<file path="src/rtl/life_pkg.sv">
// Shared types and helpers for the 8x8 Game of Life controller.
// The halt classifier lives here so the priority order is defined in one place.
package life_pkg;

  localparam int GRID_W = 64;

  typedef enum logic [1:0] {
    IDLE  = 2'b00,
    PAUSE = 2'b01,
    RUN   = 2'b10,
    HALT  = 2'b11
  } state_t;

  typedef enum logic [1:0] {
    NONE    = 2'b00,
    EXTINCT = 2'b01,
    STILL   = 2'b10,
    OSC2    = 2'b11
  } halt_cause_t;

  // Extinction beats still life, which beats period-2.
  function automatic halt_cause_t halt_check(
    input logic [GRID_W-1:0] evo,
    input logic [GRID_W-1:0] cur,
    input logic [GRID_W-1:0] prev,
    input logic              prev_valid
  );
    if (evo == '0) return EXTINCT;
    if (evo == cur) return STILL;
    if (prev_valid && (evo == prev)) return OSC2;
    return NONE;
  endfunction

endpackage

</file>
<file path="src/rtl/tick_prescaler.sv">
// Generation-rate prescaler: counts 0..TICK_DIV-1 while enabled and flags the
// terminal count, so one tick arrives every TICK_DIV enabled cycles.
module tick_prescaler #(
  parameter int TICK_DIV = 25_000_000
) (
  input  logic clk,
  input  logic flopreset,
  input  logic clear,
  input  logic enable,
  output logic tick
);

  localparam int CW = (TICK_DIV > 1) ? $clog2(TICK_DIV) : 1;
  localparam logic [CW-1:0] TERM = CW'(TICK_DIV - 1);

  logic [CW-1:0] r_count;

  assign tick = enable && (r_count == TERM);

  always_ff @(posedge clk or negedge flopreset) begin
    if (!flopreset) begin
      r_count <= '0;
    end else if (clear) begin
      r_count <= '0;
    end else if (enable) begin
      r_count <= (r_count == TERM) ? '0 : r_count + CW'(1);
    end
  end

endmodule

</file>
<file path="src/rtl/life_ctrl.sv">
// Generation controller: owns the grid, sequences evolution (free-run or
// single-step), counts generations and halts on extinction/still/period-2.
module life_ctrl
  import life_pkg::*;
#(
  parameter int TICK_DIV = 25_000_000,
  parameter int GEN_W    = 16
) (
  input  logic              clk,
  input  logic              flopreset,
  input  logic              start,
  input  logic              run,
  input  logic              step,
  input  logic [GRID_W-1:0] shift_seed,
  input  logic [GRID_W-1:0] grid_evo,
  output logic [GRID_W-1:0] gridOut,
  output logic [GEN_W-1:0]  gen_count,
  output logic              running,
  output logic              halted,
  output logic [1:0]        halt_cause,
  output logic              evolve
);

  state_t            r_state;
  state_t            w_state_next;
  logic [GRID_W-1:0] r_grid;
  logic [GRID_W-1:0] r_grid_prev;
  logic              r_prev_valid;
  logic [GEN_W-1:0]  r_gen;
  halt_cause_t       r_cause;
  halt_cause_t       w_cause;
  logic              r_evolve;
  logic              r_start_d;
  logic              r_step_d;
  logic              r_armed;

  logic w_start_rise;
  logic w_step_rise;
  logic w_tick;
  logic w_load;
  logic w_do_evolve;
  logic w_presc_clear;
  logic w_presc_en;

  // r_armed masks the first cycle after reset, so a level already high
  // through reset release is not mistaken for a fresh rise.
  assign w_start_rise = start & ~r_start_d & r_armed;
  assign w_step_rise  = step  & ~r_step_d  & r_armed;
  assign w_presc_en   = (r_state == RUN);

  tick_prescaler #(
    .TICK_DIV (TICK_DIV)
  ) u_prescaler (
    .clk       (clk),
    .flopreset (flopreset),
    .clear     (w_presc_clear),
    .enable    (w_presc_en),
    .tick      (w_tick)
  );

  always_ff @(posedge clk or negedge flopreset) begin
    if (!flopreset) r_state <= IDLE;
    else            r_state <= w_state_next;
  end

  always_comb begin
    w_state_next  = r_state;
    w_load        = 1'b0;
    w_do_evolve   = 1'b0;
    w_presc_clear = 1'b0;
    w_cause       = halt_check(grid_evo, r_grid, r_grid_prev, r_prev_valid);
    if (w_start_rise) begin
      w_load        = 1'b1;
      w_presc_clear = 1'b1;
      w_state_next  = run ? RUN : PAUSE;
    end else begin
      case (r_state)
        PAUSE: begin
          w_do_evolve = w_step_rise;
          if (run) begin
            w_state_next  = RUN;
            w_presc_clear = 1'b1;
          end
        end
        RUN: begin
          w_do_evolve = w_tick;
          if (!run) w_state_next = PAUSE;
        end
        default: w_state_next = r_state;
      endcase
      if (w_do_evolve && (w_cause != NONE)) w_state_next = HALT;
    end
  end

  always_ff @(posedge clk or negedge flopreset) begin
    if (!flopreset) begin
      r_grid       <= '0;
      r_grid_prev  <= '0;
      r_prev_valid <= 1'b0;
      r_gen        <= '0;
      r_cause      <= NONE;
      r_evolve     <= 1'b0;
      r_start_d    <= 1'b0;
      r_step_d     <= 1'b0;
      r_armed      <= 1'b0;
    end else begin
      r_start_d <= start;
      r_step_d  <= step;
      r_armed   <= 1'b1;
      r_evolve  <= w_do_evolve;
      if (w_load) begin
        r_grid       <= shift_seed;
        r_gen        <= '0;
        r_cause      <= NONE;
        r_prev_valid <= 1'b0;
      end else if (w_do_evolve) begin
        r_grid_prev  <= r_grid;
        r_grid       <= grid_evo;
        r_prev_valid <= 1'b1;
        r_cause      <= w_cause;
        if (r_gen != '1) r_gen <= r_gen + GEN_W'(1);
      end
    end
  end

  assign gridOut    = r_grid;
  assign gen_count  = r_gen;
  assign running    = (r_state == RUN);
  assign halted     = (r_state == HALT);
  assign halt_cause = r_cause;
  assign evolve     = r_evolve;

endmodule

</file>
<file path="config.mk">
export PLATFORM = sky130hd
export DESIGN_NAME = life_ctrl
export DESIGN_NICKNAME = d
export VERILOG_FILES = /design/src/rtl/life_pkg.sv /design/src/rtl/tick_prescaler.sv /design/src/rtl/life_ctrl.sv
export SDC_FILE = /design/constraint.sdc
export NUM_CORES = 1
export LEC_CHECK = 0
export BUFFER_PORTS_ARGS = -buffer_cell sky130_fd_sc_hd__buf_2
export CORE_MARGIN = 5
export CORE_UTILIZATION = 46
export DETAILED_ROUTE_END_ITERATION = 16
export GPL_TIMING_DRIVEN = 0
export PLACE_DENSITY = 0.78
export SYNTH_ARGS = -nofsm -noshare
export SYNTH_HDL_FRONTEND = slang
export SYNTH_HIERARCHICAL = 1
export SYNTH_SLANG_ARGS = --single-unit
</file>
<file path="constraint.sdc">
create_clock -name clk -period 3.9 [get_ports clk]
set_clock_uncertainty 0.15 [all_clocks]
set_input_delay 0.39 -clock clk [delete_from_list [all_inputs] [get_ports clk]]
set_output_delay 0.39 -clock clk [all_outputs]
set_load 0.005 [all_outputs]
</file>
# Yosys cells after proc, flatten, opt, wreduce, memory -nomap -nowiden

Index checks and enable logic that the tools add are counted.

Muxes and demuxes: 37
Eq/ne operators: 9
Reduce and logical (&&, ||, !) cells: 12
Bitwise logic cells: 7
$add $sub $neg: 2

Operators by type and width:

| kind                                                | count |
|---|---|
| equality test 64 bit                                | 2 |
| two-way mux 64 bit                                  | 2 |
| two-way mux 25 bit                                  | 3 |
| logical NOT 64 bit                                  | 1 |
| two-way mux 16 bit                                  | 3 |
| two-way mux 2 bit                                   | 13 |
| adder 25 x 1 -> 25 bit, second input constant       | 1 |
| equality test 25 bit, second input constant         | 1 |
| adder 16 x 1 -> 16 bit, second input constant       | 1 |
| != test 16 bit, second input constant               | 1 |
| two-way mux 1 bit                                   | 14 |
| != test 4 bit, second input constant                | 2 |
| nonzero test 2 bit                                  | 4 |
| bitwise AND 1 bit                                   | 4 |
| equality test 2 bit, second input constant          | 2 |
| one-hot mux 2 bit (2 select lines)                  | 1 |
| AND reduction 2 bit                                 | 2 |
| nonzero test 4 bit                                  | 1 |
| logical AND 1 bit                                   | 3 |
| inverter 1 bit                                      | 3 |
| AND reduction 3 bit                                 | 1 |
| equality test 2 x 1 -> 1 bit, second input constant | 1 |
| one-hot mux 1 bit (2 select lines)                  | 1 |

Output and inout bits: 85
Bits of input ports: 133
Flip-flop bits (word level): 178

# Depth between registers and ports, before layout

Gate-level depths: netlist of run 1.

Depth after elaboration: 12
Gate-level depth with buffers: 12
Mapped depth without buffers: 10

# Cells and area by module

Netlist of run 1, hierarchy kept.

Modules (own cells, without submodules):

| module         | cells an instance | area an instance (µm²) | instances |
|---|---|---|---|
| life_ctrl      | 799               | 8,257.9                | 1 |
| tick_prescaler | 167               | 1,460.2                | 1 |

# Worst setup path after synthesis of run 1

OpenSTA, ideal clock, no wires.

Path type: register to register
Start: register u_prescaler.r_count[17]
End: register r_grid_prev[0]
Stages on the path, launching flop included: 11
Period minus slack after synthesis: 3.335 ns
Setup time: 0.125 ns
Setup slack: 0.565 ns
Arrival: 3.060 ns
Path buffers: 3
Path through: dfrtp_1 -> or4_4 -> nor4_4 -> nor3b_2 -> nand2_1 -> a21oi_1 -> clkbuf_1 -> and2_1 -> clkbuf_1 -> clkbuf_1 -> mux2_2

Longest elaborated chain between the ends: 6

RTL lines:

| element                              | line                 | text |
|---|---|---|
| from (decl)                          | tick_prescaler.sv:16 | `logic [CW-1:0] r_count;` |
| from (signal assigned)               | tick_prescaler.sv:26 | `r_count <= (r_count == TERM) ? '0 : r_count + CW'(1);` |
| equality test 25 bit                 | tick_prescaler.sv:18 | `assign tick = enable && (r_count == TERM);` |
| logical AND 1 bit                    | tick_prescaler.sv:18 |  |
| via w_tick                           | life_ctrl.sv:39      | `logic w_tick;` |
| one-hot mux 1 bit (2 select lines)   | life_ctrl.sv:77      | `case (r_state)` |
| two-way mux 1 bit (2 in a row)       | life_ctrl.sv:72      | `if (w_start_rise) begin` |
| AND reduction 2 bit (no source line) | n/a                  |  |
| to (signal assigned)                 | life_ctrl.sv:117     | `r_grid_prev <= r_grid;` |
| to (decl)                            | life_ctrl.sv:27      | `logic [GRID_W-1:0] r_grid_prev;` |

The timed path passes the listed nets, and every way through them passes these cells. The select of a mux whose other input is x is not followed.
A chain may end at the register's enable or synchronous reset.

# Final worst setup path of run 1

Start: register u_prescaler.r_count[17]
End: register r_grid_prev[44]

Same word-level chain as after synthesis.

==> run metrics, run 1 <==
fin nets=1,348; Critical path origin=u_prescaler/r_count[17]$_DFFE_PN0P_; grt ovf=0; Max VDD drop=0.000327 V; synthesized net count=1,104; ranking of synthesized cells by area=dfrtp_1 (46%), xor2_1 (11%), mux2_2 (6.8%); GRT Resource Usage Total=26.8%; synth warn=6; Syn Area/Cell=10.1 um^2; final period utilization=95.5%; synthesized area=9720 um^2; Core Area=20,900 um^2; clk_lat worst skew=0.43 ns; hold slack=0.0134 ns; antenna violations before repair=2; Setup violations, final=0; CTS tree=built; dominant synthesized flop cell=dfrtp_1; gpl congestion=1.03; critical path data arrival time=3.88 ns; worst hold stages=3; min Tclk post-route=3.73 ns; Post-Layout Inst Area=11,800 um^2; Total Neg Setup Slack=0 ns; Post-Synthesis Cells=966; Synth cell types=55; max-slew violation count=0; io pins=218; post-synthesis sequential area ratio=45.8%; CP Buf/Inv Count=2; Slowest-stage cell, CP=or4_4; Starting Density=46.5%; RR Startpoint=u_prescaler/r_count[17]$_DFFE_PN0P_; Layout area overhead=21.8%; HPWL after DPL=25,600 um; worst slew pin tran=1.00 ns; FILL cells=1,877; layout cells sized above 1=26.7%; Post-DRT Antenna Nets=0; Crit path largest cell delay=0.57 ns; top-count cell post-synth=dfrtp_1; DRC=0; EDFF count, synth=0; Max Cap Viol=0; via count=8,502; Hold Violations, Final=0; H-tree levels=4; Post-CTS Setup Inserts=0; total wire length=32,800 um; CP top delay family=simple AND/OR/NAND/NOR gates; post-synth top area cell=dfrtp_1; post-synth top area share=45.8%; first-pass detailed-route iteration total=5; # clock sinks=178; CTS Root Cell=clkbuf_16; crit-path cells=or4_4, nor4_4, nor3b_2, nand2_1, a21oi_1, clkbuf_2, and2_2, clkbuf_2, mux2_2; drt via density=5.67; CP max FO=10; Placed Instance Area=11,200 um^2; Die Span X=155 um; row cnt=53; Crit path top cell by count=clkbuf_2; Yosys reg bits=178; LEAKAGE=5.37 nW; Hold/Removal Path Class=primary input to flip-flop; Worst-path clk slew=0.07 ns; CP endpoint kind=flip-flop; largest net degree at the start of global routing=95; Initial DRC Count=571; vias in the first global route=8,574; worst r2r dst=r_grid_prev[44]$_DFFE_PN0P_; required time worst endpoint=4.06 ns; hold_sp=shift_seed[40]; Worst Setup Start Kind=flip-flop; chip height=155 um; reg-to-reg setup timing slack=0.17 ns; Setup Crit Path Kind=flip-flop to flip-flop; Cell Pwr Density=376 nW/um^2; commonest cells in the netlist=dfrtp_1 (178), xor2_1 (122), nand2_1 (107); full die area=24,100 um^2; Slew headroom=32.6%; RSZ-0062 raised after global routing=no; I/O Buffers=217; Hold EP=gridOut[40]$_DFFE_PN0P_; WL per Instance=21.8 um; Async SR Flop Fraction=100%; Max Freq=268 MHz; CTS Buffer Depth=2; R2R depth=9; first-pass GRT wire length=49,800 um; run status=completed; CTS Buf Count=17
-- cells in the final DEF, fill, tap and decap left out, types with 3 or more instances in the layout --
| cell type | n |
|---|---|
| a21oi_1 | 18 |
| a22oi_1 | 5 |
| and3_1 | 4 |
| and4_1 | 3 |
| buf_1 | 7 |
| buf_2 | 216 |
| clkbuf_1 | 24 |
| clkbuf_16 | 17 |
| clkbuf_2 | 9 |
| clkinv_2 | 4 |
| clkinvlp_4 | 3 |
| dfrtp_1 | 178 |
| dlygate4sd3_1 | 8 |
| ha_1 | 5 |
| inv_1 | 17 |
| mux2_2 | 59 |
| mux2i_1 | 66 |
| nand2_1 | 107 |
| nand3_1 | 21 |
| nand4_1 | 24 |
| nand4b_1 | 3 |
| nor2_1 | 45 |
| nor2b_1 | 18 |
| nor3_1 | 26 |
| nor4_1 | 62 |
| o21ai_0 | 79 |
| or3_1 | 3 |
| or4_1 | 3 |
| xnor2_1 | 17 |
| xor2_1 | 122 |
-- cell type report --
class,count,area [um^2],share of cell area (%)
Antenna cell,2,5.00,0.0423
Clock buffer,20,447,3.77
Buffer,39,165,1.40
Inverter,19,71.3,0.603
Multi-Input combinational cell,729,5040,42.6
Tap cell,275,344,2.91
Sequential cell,178,4450,37.6
Timing Repair Buffer,226,1200,10.2
Clock inverter,12,108,0.909
-- per-layer routing --
layer / vias up / GRT usage, % / part of all wire, % / wire length, um
li1: 3929 / - / - / -
met3: 51 / 5.37 / 6.7 / 2190
met5: - / 0 / 0 / 0
met4: 0 / 7.75 / 2.4 / 792
met1: 4192 / 37.6 / 44 / 14400
met2: 330 / 42.4 / 47 / 15300
-- power breakdown --
group / switching, mW / leakage, nW / internal, mW
clock network: 0.759 / 0.267 / 0.898
logic: 0.403 / 2.74 / 0.274
registers: 0.163 / 2.36 / 1.96
total: 1.32 / 5.37 / 3.13
-- metrics by stage --
stage                     cells  power, mW  setup slack (ns)  util [%]
after CTS                  1498       4.47            0.0447      56.6
final                      1500       4.45             0.174      56.7
after global placement     1458       2.80            -0.595      53.4
after global routing       1500       4.62           0.00812      56.7
after floorplan             966       2.36             0.565         -
after detailed placement   1459       2.82            -0.566      53.5
-- flip-flops by register name (all words and copies together) (netlist names), 2 cells and up --
register,count
r_grid_prev,64
u_prescaler/r_count,25
r_state,2
gen_count,16
gridOut,64
halt_cause,2
-- kinds of logic after synthesis --
family,synth area share [%]
buffers and inverters,2.36
muxes,13.6
other,0.0386
DFF,45.8
AOI/OAI and AO/OA,6.98
and+or+nand+nor,18.0
xor gates and xnor gates,12.5
adders and majority gates,0.644
-- how the worst max path moves through the flow --
stage          cells after the start                          end  slack (ns)
2_1_floorplan                     10   r_grid_prev[0]$_DFFE_PN0P_        0.57
3_3_place_gp                       1     gen_count[6]$_DFFE_PN0P_       -0.60
3_5_place_dp                      10  r_grid_prev[25]$_DFFE_PN0P_       -0.57
4_1_cts                            9  r_grid_prev[21]$_DFFE_PN0P_        0.04
5_1_grt                            9      gridOut[51]$_DFFE_PN0P_       0.008
6_report                           9  r_grid_prev[44]$_DFFE_PN0P_        0.17
-- tightest hold or removal path, delay by kind of cell --
family | cells | cell delay [ns]
buf+inv | 1 | 0.07
simple gates | 1 | 0.03
compound gates | 1 | 0.05
-- timing repair --
action,4_1_cts,5_1_grt
hold endpoints to repair,100,0
endpoints found under the setup margin,90,71
hold buffers,8,0
resized for setup,7,5
(Power assumes the default switching activity.)
==> inputs of run 2 (changes only) <==
- CORE_ASPECT_RATIO: unset -> 1.2
==> run 2 against run 1 <==
Compared with the run above: the flow now finishes with violations (negative hold slack); count of clock-buffer cells in the layout increased by 3; sequential cell count is the same; clock power rose by 5%; core utilization increased by 0.35 points; wire length increased by 1.4%; hold slack got worse by 0.014 ns; critical path type unchanged; largest cell class unchanged.
==> run metrics, run 2 (synthesis gave the netlist of run 1 again) <==
first-pass GRT wire length=51,300 um; DR WL met3=2040 um; CTS Buffer Depth=2; grt ovf=0; gpl congestion=0.985; CP endpoint kind=flip-flop; RSZ-0062 raised after global routing=no; row cnt=58; GRT Resource Usage Total=27.7%; hold slack=-0.000225 ns; hold_sp=shift_seed[24]; CP max FO=10; antenna violations before repair=2; Placed Instance Area=11,200 um^2; worst slew pin tran=0.921 ns; HPWL after DPL=25,800 um; I/O Buffers=217; Seq pwr share=46.7%; fin nets=1,354; max-slew violation count=0; Core Area=20,900 um^2; Max Freq=272 MHz; reg-to-reg setup timing slack=0.22 ns; Hold Violations, Final=1; clk_lat worst skew=0.44 ns; cell internal pwr=3.19 mW; Net Sw Frac=29.7%; Slew headroom=38.0%; Cell Pwr Density=381 nW/um^2; vias in the first global route=8,771; via count=8,592; worst hold stages=3; final period utilization=94.4%; required time worst endpoint=4.04 ns; Sw Pwr=1.35 mW; DR top layer=met4; Clock Power Share=38.4%; Slowest-stage cell, CP=buf_1; CTS Buf Count=17; Crit path largest cell delay=0.73 ns; Post-DRT Antenna Nets=0; LEAKAGE=5.39 nW; failing checks=negative hold slack; worst r2r dst=gridOut[25]$_DFFE_PN0P_; H-tree levels=4; met2 WL post-DR=16,200 um; Hold EP=gridOut[24]$_DFFE_PN0P_; Hold/Removal Path Class=primary input to flip-flop; first-pass detailed-route iteration total=5; # clock sinks=178; drt via density=5.72; RR Startpoint=u_prescaler/r_count[17]$_DFFE_PN0P_; Met1 Routed Length=14,100 um; layout cells sized above 1=26.4%; full die area=24,100 um^2; Initial DRC Count=576; Worst-path clk slew=0.07 ns; largest net degree at the start of global routing=107; commonest non-fill, non-tap cells in the layout=buf_2 (216), dfrtp_1 (178), xor2_1 (122); Layout area overhead=22.6%; run status=finished, violations left; Max Cap Viol=0; Post-Layout Inst Area=11,900 um^2; Worst Setup Start Kind=flip-flop; Starting Density=46.5%; Gate power share=15.0%; R2R depth=9; min Tclk post-route=3.68 ns; Post-CTS Setup Inserts=0; Setup Crit Path Kind=flip-flop to flip-flop; total wire length=33,200 um; CTS Root Cell=clkbuf_16; critical path data arrival time=3.82 ns; Setup violations, final=0; CTS tree=built; Die Span X=143 um; io pins=218; Total Neg Setup Slack=0 ns; chip height=169 um; crit-path cells=or4_4, nor4_4, nor3b_2, nand2_1, a21oi_1, clkbuf_2, buf_1, mux2i_1, o21ai_0; Max VDD drop=0.000297 V; DRC=0; Tot Pwr=4.54 mW; commonest non-fill, non-tap cell in the layout=buf_2; WL per Instance=22.1 um
==> run 2: power by group through the flow <==
stage	clock network, mW	registers, mW	logic [mW]
finish	1.74	2.12	0.679
global route	1.83	2.13	0.740
CTS	1.75	2.12	0.679
detailed placement	0	2.15	0.663
global placement	0	2.14	0.651
floorplan	0	2.11	0.251
==> run 2: through the flow <==
stage / std cells / setup WS (ns) / utilization (%)
2_1_floorplan: 966 / 0.565 / -
3_3_place_gp: 1453 / -0.622 / 53.3
3_5_place_dp: 1454 / -0.483 / 53.5
4_1_cts: 1499 / 0.00225 / 57.0
5_1_grt: 1501 / 0.00639 / 57.0
6_report: 1501 / 0.217 / 57.0
==> run 2: area by class of cell <==
cell class | instances | area [um^2]
clock inverters | 9 | 95.1
well taps | 270 | 338
flip-flops and latches | 178 | 4450
clock buffers | 23 | 488
inverters | 19 | 71.3
diodes | 2 | 5.00
multi-input cells | 729 | 5040
plain buffers | 39 | 163
repair buffers | 232 | 1260
fillers | 1843 | 8990
==> run 2: routing by layer <==
layer  up-vias  global-route usage, %
met3        60                   4.62
met5         -                      0
li1       3939                      -
met1      4265                   37.3
met2       328                   45.7
met4         0                   8.89
==> run 2: repair_timing <==
item                                   CTS  global route
resized for setup                        5             5
hold buffers                            14             0
endpoints found under the hold margin   85             0
setup endpoints to repair               71            60
==> run 2: worst max-delay path, delay by kind of cell (launching register included) <==
kind | cells | cell delay (ns)
simple gates | 4 | 1.38
buf+inv | 2 | 1.05
mux | 1 | 0.26
compound gates | 2 | 0.24
flops | 1 | 0.45
==> run 2: how the worst max path moves through the flow <==
stage,start,cells after the start,to,slack [ns]
5_1_grt,u_prescaler/r_count[17]$_DFFE_PN0P_,9,gridOut[22]$_DFFE_PN0P_,0.006
4_1_cts,u_prescaler/r_count[17]$_DFFE_PN0P_,9,r_grid_prev[37]$_DFFE_PN0P_,0.002
3_3_place_gp,flopreset,1,gen_count[5]$_DFFE_PN0P_,-0.62
3_5_place_dp,u_prescaler/r_count[17]$_DFFE_PN0P_,10,r_grid_prev[17]$_DFFE_PN0P_,-0.48
2_1_floorplan,u_prescaler/r_count[17]$_DFFE_PN0P_,10,r_grid_prev[0]$_DFFE_PN0P_,0.57
6_report,u_prescaler/r_count[17]$_DFFE_PN0P_,9,gridOut[25]$_DFFE_PN0P_,0.22
==> inputs of run 3 (changes only) <==
- PLACE_DENSITY: 0.78 -> 0.81
==> run 3 against run 2 <==
Compared with the run above: the run now ends clean; largest power group unchanged; critical path type unchanged; critical path depth is the same; via count is essentially flat; clock power is essentially flat; wire length shrank 2.2%; maximum frequency shrank 2.1%; total power shrank 0.62%; die area is the same; count of clock-buffer cells in the layout shrank 3; hold slack gained 0.0090 ns; worst setup slack lost 0.077 ns.
==> run metrics, run 3 (synthesis gave the netlist of run 1 again) <==
Starting Density=46.5%; drt via density=5.74; antenna violations before repair=2; Gate power share=15.0%; Crit path top cell by count=clkbuf_2; required time worst endpoint=4.07 ns; run status=completed; H-tree levels=4; io pins=218; Worst Setup Start Kind=flip-flop; min Tclk post-route=3.76 ns; Seq pwr share=46.9%; Max VDD drop=0.000308 V; CTS tree=built; final period utilization=96.4%; worst hold stages=3; GRT Resource Usage Total=27.2%; first-pass detailed-route iteration total=4; commonest non-fill, non-tap cell in the layout=buf_2; Net Sw Frac=29.2%; Layout area overhead=22.2%; Max Freq=266 MHz; CTS Root Cell=clkbuf_16; CTS Buf Count=17; # clock sinks=178; Setup Crit Path Kind=flip-flop to flip-flop; Slew headroom=24.3%; RR Startpoint=u_prescaler/r_count[17]$_DFFE_PN0P_; worst slew pin tran=1.13 ns; crit-path cells=or4_4, nor4_4, nor3b_2, nand2_1, a21oi_1, clkbuf_2, and2_2, clkbuf_2, mux2_2; R2R depth=9; Hold Violations, Final=0; cell internal pwr=3.20 mW; hold_sp=shift_seed[60]; DRC=0; LEAKAGE=5.40 nW; Worst-path clk slew=0.07 ns; Initial DRC Count=712; max-slew violation count=0; Slowest-stage cell, CP=or4_4; CTS Buffer Depth=2; layout cells sized above 1=26.5%; Setup violations, final=0; full die area=24,100 um^2; total wire length=32,500 um; CP endpoint kind=flip-flop; largest net degree at the start of global routing=114; Post-CTS Setup Inserts=0; gpl congestion=1.02; I/O Buffers=217; RSZ-0062 raised after global routing=no; fin nets=1,351; critical path data arrival time=3.93 ns; vias in the first global route=9,018; Hold/Removal Path Class=primary input to flip-flop; Cell Pwr Density=380 nW/um^2; CP max FO=10; Die Span X=143 um; grt ovf=0; first-pass GRT wire length=50,600 um; Tot Pwr=4.51 mW; Core Area=20,900 um^2; row cnt=58; Sw Pwr=1.32 mW; Critical path origin=u_prescaler/r_count[17]$_DFFE_PN0P_; commonest non-fill, non-tap cells in the layout=buf_2 (216), dfrtp_1 (178), xor2_1 (122); Max Cap Viol=0; Clock Power Share=38.1%; hold slack=0.00876 ns; chip height=169 um; Crit path largest cell delay=0.57 ns; WL per Instance=21.7 um; Post-DRT Antenna Nets=0; clk_lat worst skew=0.44 ns; HPWL after DPL=25,500 um; via count=8,593
-- run 3: changes by cell type in the layout (fill, tap and decap cells not counted), moves of 2 or more --
cell,change
clkinvlp_4,-3
dlygate4sd3_1,-3
clkbuf_8,-3
clkinv_4,+2
clkinv_2,+4
-- run 3: power by group through the flow --
stage	logic [mW]	clock network, mW	registers, mW
floorplan	0.251	0	2.11
global placement	0.647	0	2.14
detailed placement	0.661	0	2.15
CTS	0.674	1.74	2.11
global route	0.735	1.81	2.13
finish	0.676	1.72	2.12
-- run 3: what timing repair did --
action / 4_1_cts / 5_1_grt
setup endpoints to repair: 93 / 61
hold buffers: 11 / 0
resized for setup: 7 / 3
endpoints found under the hold margin: 75 / 0
-- run 3: critical path, delay by kind of cell (launching register included) --
kind | cells | cell delay [ns]
AOI/OAI and AO/OA | 1 | 0.12
and+or+nand+nor | 5 | 1.81
DFF | 1 | 0.45
muxes | 1 | 0.38
buffers and inverters | 2 | 0.73
-- run 3: final timing paths --
| check | endpoint | slack [ns] |
|---|---|---|
| min | gridOut[60]$_DFFE_PN0P_ | 0.009 |
| max | r_grid_prev[14]$_DFFE_PN0P_ | 0.14 |
| max reg2reg | r_grid_prev[14]$_DFFE_PN0P_ | 0.14 |
| min in group asynchronous | gridOut[60]$_DFFE_PN0P_ | 0.30 |
| min reg2reg | u_prescaler/r_count[21]$_DFFE_PN0P_ | 0.37 |
| max in group asynchronous | r_grid_prev[22]$_DFFE_PN0P_ | 2.34 |
-- run 3: through the flow --
stage	area [um^2]	std cells	worst slack [ns]	utilization, %	TNS (ns)
finish	11900	1498	0.139	56.8	0
floorplan	9720	966	0.565	-	0
detailed placement	11200	1454	-0.593	53.5	-32.86
CTS	11900	1496	0.0517	56.8	0
global route	11900	1498	0.0278	56.8	0
global placement	11100	1453	-0.552	53.3	-120.32
-- run 3: area by class of cell --
| class | instances | area [um^2] |
|---|---|---|
| clock inverter | 12 | 131 |
| antenna | 2 | 5.00 |
| timing repair buffer | 229 | 1230 |
| fill | 1874 | 9020 |
| clock buffer | 20 | 447 |
| multi-input combinational | 729 | 5040 |
| tap | 270 | 338 |
| buffer | 39 | 164 |
| inverter | 19 | 71.3 |
| sequential | 178 | 4450 |
-- run 3: metal layers --
layer / up-vias / part of all wire, % / GRT usage [%]
li1: 3932 / - / -
met1: 4262 / 41 / 35.4
met2: 339 / 48 / 44.5
met3: 60 / 7.1 / 5.21
met4: 0 / 4.0 / 11.7
met5: - / 0 / 0
